File: src/rtl/vend_ctrl.sv
// rtl/vend_ctrl.sv - coin-operated vending controller with vend and change handshakes
`timescale 1ns/1ps

module vend_ctrl #(
    parameter int PRICE    = 4,
    parameter int VALUE_W  = 2,
    parameter int CREDIT_W = 4,
    parameter int COUNT_W  = 8
) (
    input  logic                clk,
    input  logic                reset,
    input  logic                io_coin_valid,
    input  logic [VALUE_W-1:0]  io_coin_value,
    output logic                io_coin_ready,
    input  logic                io_cancel,
    output logic                io_reject,
    output logic                io_vend_valid,
    input  logic                io_vend_ready,
    output logic                io_change_valid,
    output logic [CREDIT_W-1:0] io_change_value,
    input  logic                io_change_ready,
    output logic [CREDIT_W-1:0] io_credit,
    output logic [COUNT_W-1:0]  io_vend_count
);

    localparam int SUM_W = CREDIT_W + 1;

    // Sum is one bit wider than credit so an overflowing coin is detectable.
    localparam logic [SUM_W-1:0]    MAX_CREDIT = {1'b0, {CREDIT_W{1'b1}}};
    localparam logic [SUM_W-1:0]    PRICE_SUM  = SUM_W'(PRICE);
    localparam logic [CREDIT_W-1:0] PRICE_CR   = CREDIT_W'(PRICE);

    typedef enum logic [1:0] {
        ST_ACCEPT,
        ST_VEND,
        ST_CHANGE
    } state_t;

    state_t              state_q;
    logic [CREDIT_W-1:0] credit_q;
    logic [COUNT_W-1:0]  count_q;
    logic                reject_q;
    logic                vend_valid_q;
    logic                change_valid_q;

    logic                coin_fire;
    logic                cancel_take;
    logic [SUM_W-1:0]    coin_sum;
    logic [CREDIT_W-1:0] remainder;

    // Coins are only taken while accepting and never while reset is held.
    assign io_coin_ready = (state_q == ST_ACCEPT) & ~reset;
    assign coin_fire     = io_coin_valid & io_coin_ready;
    // Cancel with no credit is a no-op, so a coin in that cycle is processed normally.
    assign cancel_take   = io_cancel & (credit_q != '0);
    assign coin_sum      = {1'b0, credit_q} + SUM_W'(io_coin_value);
    assign remainder     = credit_q - PRICE_CR;

    assign io_reject       = reject_q;
    assign io_vend_valid   = vend_valid_q;
    assign io_change_valid = change_valid_q;
    assign io_change_value = credit_q;
    assign io_credit       = credit_q;
    assign io_vend_count   = count_q;

    // Controller FSM: credit accumulation, vend handshake, change/refund handshake.
    always_ff @(posedge clk) begin
        if (reset) begin
            state_q        <= ST_ACCEPT;
            credit_q       <= '0;
            count_q        <= '0;
            reject_q       <= 1'b0;
            vend_valid_q   <= 1'b0;
            change_valid_q <= 1'b0;
        end else begin
            reject_q <= 1'b0;
            case (state_q)
                ST_ACCEPT: begin
                    if (cancel_take) begin
                        // Refund everything; a coin handed over this cycle goes straight back.
                        state_q        <= ST_CHANGE;
                        change_valid_q <= 1'b1;
                        reject_q       <= coin_fire;
                    end else if (coin_fire) begin
                        if (coin_sum <= MAX_CREDIT) begin
                            credit_q <= coin_sum[CREDIT_W-1:0];
                            if (coin_sum >= PRICE_SUM) begin
                                state_q      <= ST_VEND;
                                vend_valid_q <= 1'b1;
                            end
                        end else begin
                            reject_q <= 1'b1;
                        end
                    end
                end
                ST_VEND: begin
                    if (io_vend_ready) begin
                        credit_q     <= remainder;
                        count_q      <= count_q + COUNT_W'(1);
                        vend_valid_q <= 1'b0;
                        if (remainder != '0) begin
                            state_q        <= ST_CHANGE;
                            change_valid_q <= 1'b1;
                        end else begin
                            state_q <= ST_ACCEPT;
                        end
                    end
                end
                ST_CHANGE: begin
                    if (io_change_ready) begin
                        credit_q       <= '0;
                        change_valid_q <= 1'b0;
                        state_q        <= ST_ACCEPT;
                    end
                end
                default: begin
                    state_q        <= ST_ACCEPT;
                    vend_valid_q   <= 1'b0;
                    change_valid_q <= 1'b0;
                end
            endcase
        end
    end

endmodule

File: config.mk
export PLATFORM = sky130hd
export DESIGN_NAME = vend_ctrl
export DESIGN_NICKNAME = d
export VERILOG_FILES = /design/src/rtl/vend_ctrl.sv
export SDC_FILE = /design/constraint.sdc
export NUM_CORES = 1
export LEC_CHECK = 0
export ABC_AREA = 0
export BUFFER_PORTS_ARGS = -buffer_cell sky130_fd_sc_hd__buf_2
export CAP_MARGIN = 10
export CORE_MARGIN = 5
export CORE_UTILIZATION = 40
export CTS_BUF_LIST = sky130_fd_sc_hd__clkbuf_4 sky130_fd_sc_hd__clkbuf_8
export CTS_CLUSTER_DIAMETER = 40
export DETAILED_ROUTE_END_ITERATION = 8
export GPL_TIMING_DRIVEN = 0
export HOLD_SLACK_MARGIN = 0.03
export PLACE_DENSITY = 0.65
export REMOVE_ABC_BUFFERS = 1
export SETUP_SLACK_MARGIN = 0.05
export SLEW_MARGIN = 40
export SYNTH_ARGS = -nofsm -noshare
export SYNTH_HDL_FRONTEND = slang
export SYNTH_SLANG_ARGS = --single-unit
File: constraint.sdc
create_clock -name clk -period 2.2 [get_ports clk]
set_input_delay 0.11 -clock clk [delete_from_list [all_inputs] [get_ports clk]]
set_output_delay 0.11 -clock clk [all_outputs]
set_load 0.02 [all_outputs]
== Word level (Yosys, flattened, before mapping) ==
Cells that the tools add are included.
Cells by class
  muxes and demuxes: 28
  reductions and logical operators: 10
  $add $sub $neg: 3
  eq/ne operators: 13
  $lt $le $gt $ge: 2
  bitwise gates (word level): 6
Operator list (count)
  4-bit two-way mux: 5
  2-bit two-way mux: 7
  1-bit two-way mux: 12
  2-bit != test, second input constant: 6
  4-bit one-hot mux with 3 select lines: 1
  6-bit AND reduction: 2
  8-bit by 1-bit adder with 8-bit output, second input constant: 1
  4-bit nonzero test: 2
  3-bit by 2-bit != test with 1-bit output, second input constant: 2
  1-bit one-hot mux with 3 select lines: 2
  2-bit one-hot mux with 3 select lines: 1
  4-bit by 2-bit adder with 5-bit output: 1
  5-bit by 3-bit greater-or-equal comparator with 1-bit output, second input constant: 1
  5-bit by 4-bit <= comparator with 1-bit output, second input constant: 1
  5-bit AND reduction: 1
  2-bit by 1-bit != test with 1-bit output, second input constant: 2
  4-bit AND reduction: 1
  4-bit by 3-bit subtractor with 4-bit output, second input constant: 1
  1-bit AND: 3
  3-bit != test, second input constant: 1
  1-bit inverter: 3
  3-bit nonzero test: 1
  2-bit by 1-bit == test with 1-bit output, second input constant: 1
  2-bit == test, second input constant: 1
  other kinds (3): 3
Storage, ports and cells
  output and inout port bits: 20
  input bits: 8
  bits in registers: 17

== Longest topological paths before layout ==
Gate-level depths: netlist of run 1.
  depth after elaboration: 7
  depth in mapped cells: 8
  depth with buffers taken out: 8

== Worst setup path after synthesis of run 1 ==
No wires, ideal clock.
  path type: register to register
  from: register credit_q[0] (netlist: io_change_value[0])
  to: register state_q[1]
  data required time: 2.109 ns
  slack: -0.215 ns
  setup time: 0.091 ns
  arrival time: 2.324 ns
  cell stages (with the launch flop): 9
  buffers on the path: 0
  period minus slack after synthesis: 2.415 ns
  cell sequence: dfxtp_1 > ha_1 > inv_1 > fa_1 > or3b_1 > a222oi_1 > a311o_2 > a221oi_2 > a311oi_1
Between the ends
  cells in the longest elaborated chain, start to end: 5
RTL lines
  start, declared: line 40  | logic [CREDIT_W-1:0] credit_q;
  start signal, assigned: line 86  | credit_q <= coin_sum[CREDIT_W-1:0];
  start signal, assigned: line 98  | credit_q <= remainder;
  branches (longest 5 deep; another with 4-bit by 2-bit adder with 5-bit output)
  end signal, assigned: line 81  | state_q <= ST_CHANGE;
  end signal, assigned: line 102  | state_q <= ST_CHANGE;
  end signal, assigned: line 105  | state_q <= ST_ACCEPT;
  end, declared: line 39  | state_t state_q;
Parallel ways; which one is timed is not known. The select of a mux whose other input is x is not followed.
A chain may end at the register's enable or synchronous reset.

== Final worst setup path of run 1 ==
Same ends and word-level chain as after synthesis.

==> run_results.csv, run 1 <==
group,metric,value,unit
floorplan,core,2710,µm²
sta,fmax,448,MHz
synthesis,syn_avg_cell_area,8.43,µm²
run_status,violations,"negative setup slack",
worst_setup_path,crit_type,"reg2reg",
synthesis,synth_compound_area_share,16.3,%
global_route,grt_pass1_vias,862,
routing,routedWlPerCell,12.7,µm
floorplan,die_area,3910,µm²
finish,design_area,1340,µm²
finish,fillCellCount,268,
power,switchingPower,779,µW
cts,clock-sinks,17,
floorplan,io_pins,28,
power,p_leak,0.655,nW
finish,num_antenna_cells,0,
placement,portBuffers,27,
finish,drive_gt1_share,31.1,%
sta,fin_ws,-30.5,ps
sta,fin_crit_sh,101,%
power,swShare,45.3,%
synthesis,ys.flop_type,"dfxtp_1",
worst_setup_path,endpoint_kind,"register",
finish,areaGrowthSynthToFinish,20.8,%
sta,max-slew-margin-rel,71.9,%
worst_setup_path,worstReg2RegEnd,"state_q[1]$_SDFFE_PP0P_",
synthesis,netlist_area,1100,µm²
finish,fin_cells,192,
worst_setup_path,r2r_slack,-30,ps
synthesis,synth_top_family_by_area,"simple AND/OR/NAND/NOR gates",
placement,dp.cells,181,
synthesis,yosysUniqueCellTypes,39,
worst_setup_path,crit_fanout,2,
cts,cts_tree,"yes",
synthesis,async_flop_share,0,%
power,seq_power_share,26.8,%
sta,skew,8.65,ps
synthesis,synth_edf_count,0,
global_route,grt_usage,12.5,%
synthesis,synth-adder-area-share,13.1,%
routing,wirelength,2430,µm
hold_path,hp-start,"io_coin_valid",
floorplan,die_w,62.6,µm
finish,multi_input_comb_area,677,µm²
floorplan,die_y,62.6,µm
power,internal_power,940,µW
synthesis,synthCells,131,
sta,worst_pin_slew,421,ps
cts,clockRootBuffer,"clkbuf_4",
placement,dp_hpwl,1810,µm
sta,period_needed,2230,ps
routing,drc,0,
placement,dpl_worst_slack,-340,ps
sta,setup_viol,1,
sta,final.setup.tns,-30.5,ps
sta,hold_violations,0,
synthesis,yosys-mux-area-fraction,2.72,%
finish,ff_latch_area,350,µm²
run_status,status,"finished, violations left",
routing,dr.first_iter.drc_count,29,
synthesis,yosys.area.top_type,"dfxtp_1",
routing,ant_nets,0,
cts,clkLatencyLatePin,290,ps
cts,clock_path_buffers,2,
finish,nNetsFinal,181,
sta,hold_ws,75.5,ps
synthesis,yosys_warnings,0,
worst_setup_path,arrival,2440,ps
floorplan,start_util,40.8,%
hold_path,hold_class,"in2reg",
cts,clk_pin_slew,100,ps
worst_setup_path,r2r_start,"io_change_value[0]$_SDFFE_PP0P_",
worst_setup_path,critPathRequiredTime,2410,ps
synthesis,synthXorXnorAreaFrac,4.76,%
synthesis,yosysSeqAreaShare,30.8,%
synthesis,ys_ff_latch,17,
cts,cts-buffers-inserted,3,
routing,via_per_inst,5.18,
power,p_comb_share,63.5,%
worst_setup_path,crit_end,"state_q[1]$_SDFFE_PP0P_",
sta,slew_violations,0,
worst_setup_path,timing.critical_path.from_type,"register",
power,clkPwrFrac,9.7,%
global_route,overflow,0,
floorplan,row_count,19,
power,p_per_area,1290,nW/µm²
worst_setup_path,reg2reg_depth,8,
placement,postPlaceCellArea,1220,µm²
synthesis,yosys.area_share.simple,23.0,%
routing,dr.pass1.iters,4,
placement,place.gp.congestion,0.787,
worst_setup_path,critPathLaunch,"io_change_value[0]$_SDFFE_PP0P_",
synthesis,synthTopCellsByArea,"dfxtp_1, ha_1, nor2_1, inv_1, nand3_1",
synthesis,synth_top_area_share,30.8,%
global_route,grt_max_degree,20,
global_route,antenna_found_initial,0,
sta,rsz0062_at_grt,"true",
job,maxCapViolations,0,
global_route,grt_pass1_wl,4050,µm
cts,htreeDepth,1,
routing,vias,995,
power,irDropWorstVdd,0.000685,V
==> critical path: stages (launching register included) <==
cell and delay (ps):
dfxtp_4 380, ha_4 140, inv_2 40, fa_2 360, or3b_1 350, a222oi_1 400
a311o_2 200, a221oi_2 60, a311oi_1 220
==> state kept, by name, indices dropped and copies added (netlist names) <==
register         cells
state_q              2
io_change_valid      1
io_vend_valid        1
io_change_value      4
io_reject            1
io_vend_count        8
==> power by group through the flow <==
stage	registers, mW	clock network [mW]	logic (mW)
after floorplan	0.549	0	0.629
after global placement	0.457	0	0.935
after detailed placement	0.462	0	0.953
after CTS	0.456	0.180	1.05
after global routing	0.472	0.198	1.19
final	0.461	0.167	1.09
==> cell type report <==
cell class	instances	share of cell area (%)
Inverter	13	3.66
Timing Repair Buffer	34	14.4
Tap cell	31	2.91
Sequential cell	17	26.2
Multi-Input combinational cell	93	50.7
Clock buffer	3	1.69
Clock inverter	1	0.375
==> timing repair <==
action | CTS | global route
gates resized for setup | 6 | 4
setup buffers | 6 | 2
pin swaps | 9 | 2
setup endpoints to repair | 3 | 7
hold buffers | 0 | 0
==> Yosys cell counts, types with 2 or more instances <==
master / instances
nor2_1: 19
dfxtp_1: 17
inv_1: 13
ha_1: 10
nand2_1: 8
nand3_1: 8
a21oi_1: 6
buf_4: 4
xor2_1: 4
a211oi_1: 3
mux2i_1: 3
nand2b_1: 3
a21o_1: 2
clkbuf_1: 2
nor2b_1: 2
or2b_2: 2
or3b_1: 2
xnor2_1: 2
==> layout by cell type (no fill, tap or decap), types with 3 or more instances in the layout <==
| cell | netlist | layout |
|---|---|---|
| a211oi_1 | 3 | 3 |
| a21oi_1 | 6 | 6 |
| buf_2 | 1 | 27 |
| buf_4 | 4 | 6 |
| clkbuf_4 | 0 | 3 |
| dfxtp_1 | 17 | 13 |
| ha_1 | 10 | 9 |
| inv_1 | 13 | 12 |
| mux2i_1 | 3 | 3 |
| nand2_1 | 8 | 8 |
| nand2b_1 | 3 | 3 |
| nand3_1 | 8 | 8 |
| nor2_1 | 19 | 19 |
| xor2_1 | 4 | 4 |
==> logic make-up (layout without fill, tap and decap cells) <==
logic type / count (synthesis) / after routing
AO/OA/AOI/OAI: 23 / 23
XOR/XNOR: 6 / 6
adder cells (fa/ha/maj): 11 / 11
buffers and inverters: 21 / 51
flip-flops: 17 / 17
multiplexers: 3 / 3
AND/OR/NAND/NOR: 50 / 50
==> routing by layer <==
metal	up-vias	wire (µm)	track usage (%)
met4	0	22	3.98
met1	464	1030	14.7
li1	508	-	-
met3	2	133	3.96
met5	-	0	0
met2	21	1250	21.4
==> metrics by stage <==
stage               total power [mW]  utilization [%]
floorplan                       1.18                -
global placement                1.39             45.2
detailed placement              1.42             45.2
CTS                             1.69             48.6
global route                    1.86             49.3
finish                          1.72             49.3
==> worst min-delay path by stage <==
stage | endpoint | cells past startpoint | slack [ps]
floorplan | io_vend_count[1]$_SDFFE_PP0P_ | 1 | 180
global placement | io_reject$_SDFF_PN0_ | 3 | 390
detailed placement | io_reject$_SDFF_PN0_ | 3 | 400
CTS | io_reject$_SDFF_PN0_ | 3 | 60
global route | io_reject$_SDFF_PN0_ | 3 | 60
finish | io_reject$_SDFF_PN0_ | 3 | 80
Power figures use the tool's default switching activity.
==> run 2: changes to the inputs <==
Settings changed: CORE_UTILIZATION 40 to 49, PLACE_DENSITY 0.65 to 0.78, RECOVER_POWER from default to 50.
==> run 2 against run 1 <==
Against the previous run: the flow still finishes with violations (negative setup slack); sequential share of layout area rose by 0.42 points; combinational power barely moved; highest routed layer unchanged; clock power barely moved; global-route usage rose by 2.6 points; register-to-register slack got worse by 70 ps; maximum frequency fell by 3.0%; power rose by 0.13%; sequential cell count did not move.
==> run_results.csv, run 2 (synthesis results as in run 1) <==
group,metric,value,unit
run_status,status,"finished, violations left",
run_status,violations,"negative setup slack",
sta,max-slew-margin-rel,70.3,%
cts,clock_path_buffers,2,
cts,clkLatencyLatePin,280,ps
worst_setup_path,slowest_stage,"a222oi_1",
sta,hold_violations,0,
cts,clk_pin_slew,100,ps
worst_setup_path,endpoint_kind,"register",
sta,slew_violations,0,
global_route,antenna_found_initial,0,
worst_setup_path,crit_type,"reg2reg",
cts,htreeDepth,1,
sta,fmax,435,MHz
floorplan,die_w,57.5,µm
floorplan,row_count,17,
worst_setup_path,timing.critical_path.from_type,"register",
global_route,grt_pass1_wl,4040,µm
job,maxCapViolations,0,
sta,rsz0062_at_grt,"true",
finish,fillCellCount,196,
floorplan,die_y,57.5,µm
routing,dr.first_iter.drc_count,8,
cts,cts_tree,"yes",
finish,drive_gt1_share,27.5,%
routing,via_per_inst,5.28,
placement,dp_hpwl,1830,µm
cts,clockRootBuffer,"clkbuf_4",
sta,worst_pin_slew,445,ps
sta,fin_crit_sh,105,%
finish,nNetsFinal,180,
floorplan,die_area,3300,µm²
sta,fin_ws,-100,ps
placement,dp.cells,178,
cts,clock-sinks,17,
power,irDropWorstVdd,0.000670,V
finish,num_antenna_cells,0,
finish,fin_cells,188,
global_route,grt_usage,15.1,%
worst_setup_path,slowest_delay,420,ps
sta,skew,3.40,ps
routing,drc,0,
worst_setup_path,crit_chain,"ha_4 -> inv_2 -> fa_2 -> or3b_1 -> a222oi_1 -> a311o_2 -> a221oi_2 -> a311oi_1",
worst_setup_path,crit_fanout,2,
floorplan,start_util,50.4,%
sta,setup_viol,3,
finish,layout_common_cells,"nor2_1, buf_2, dfxtp_1",
placement,dpl_worst_slack,-382,ps
global_route,grt_pass1_vias,948,
global_route,overflow,0,
placement,portBuffers,27,
routing,ant_nets,0,
global_route,grt_max_degree,20,
sta,period_needed,2300,ps
routing,routedWlPerCell,12.9,µm
sta,hold_ws,92.8,ps
worst_setup_path,arrival,2490,ps
floorplan,core,2190,µm²
power,p_per_area,1310,nW/µm²
placement,place.gp.congestion,0.753,
finish,areaGrowthSynthToFinish,18.9,%
power,p_leak,0.593,nW
routing,wirelength,2420,µm
floorplan,io_pins,28,
finish,largest_reg_flops,8,
routing,vias,992,
worst_setup_path,critPathRequiredTime,2390,ps
cts,cts-buffers-inserted,3,
routing,dr.pass1.iters,4,
power,total_power,1.72,mW
hold_path,hold_class,"in2reg",
-- run 2: cell types whose count changed in the layout (fill, tap and decap cells not counted) --
cell	before	now
a21oi_2	0	1
inv_1	12	11
buf_2	27	18
nor2_2	0	1
inv_2	1	2
dlymetal6s2s_1	1	0
nor2_1	19	18
a21oi_1	6	5
clkbuf_1	0	9
-- run 2: path summary, 6_finish.rpt --
check / slack, ps / cells past startpoint / to / start
max reg2reg: -100 / 8 / state_q[1]$_SDFFE_PP0P_ / io_change_value[0]$_SDFFE_PP0P_
min reg2reg: 510 / 2 / io_vend_count[6]$_SDFFE_PP0P_ / io_vend_count[6]$_SDFFE_PP0P_
max: -100 / 8 / state_q[1]$_SDFFE_PP0P_ / io_change_value[0]$_SDFFE_PP0P_
min: 90 / 3 / io_reject$_SDFF_PN0_ / io_coin_valid
-- run 2: layout make-up --
| class | count | area (µm²) | area share (%) |
|---|---|---|---|
| timing repair buffer | 33 | 169 | 12.9 |
| clock buffer | 3 | 22.5 | 1.71 |
| clock inverter | 1 | 5.00 | 0.381 |
| tap | 28 | 35.0 | 2.67 |
| multi-input combinational | 93 | 683 | 52.0 |
| sequential | 17 | 350 | 26.7 |
| inverter | 13 | 48.8 | 3.71 |
-- run 2: report_power, final --
part	switching, mW	leakage [nW]	internal [mW]
registers	0.0818	0.140	0.387
clock network	0.0967	0.0177	0.0675
logic	0.612	0.435	0.476
total	0.791	0.593	0.931
-- run 2: stage by stage --
stage | TNS (ps) | utilization, % | instance area (µm²)
2_1_floorplan | -771 | - | 1050
3_3_place_gp | -493 | 55.7 | 1220
3_5_place_dp | -708 | 55.7 | 1220
4_1_cts | -48.7 | 59.6 | 1310
5_1_grt | -229 | 60.0 | 1310
6_report | -155 | 60.0 | 1310
-- run 2: critical path: cells and delay by family, from the launching register on --
| kind | cells | cell delay, ps |
|---|---|---|
| adders and majority gates | 2 | 460 |
| buffers and inverters | 1 | 30 |
| AOI/OAI and AO/OA | 4 | 980 |
| DFF | 1 | 370 |
| and+or+nand+nor | 1 | 360 |
-- run 2: timing repair --
item	in CTS	in global routing
gates cloned	0	0
endpoints found under the setup margin	3	7
gates resized for setup	6	7
pin swaps	9	8
hold buffers	0	0
buffers inserted	5	2
-- run 2: metal layers --
metal | routed length (µm) | track usage (%) | share of wire (%) | up-vias
li1 | - | - | - | 503
met1 | 1090 | 17.8 | 45 | 471
met2 | 1210 | 27.4 | 50 | 16
met3 | 97 | 3.85 | 4.0 | 2
met4 | 13 | 2.98 | 0.54 | 0
met5 | 0 | 0 | 0 | -
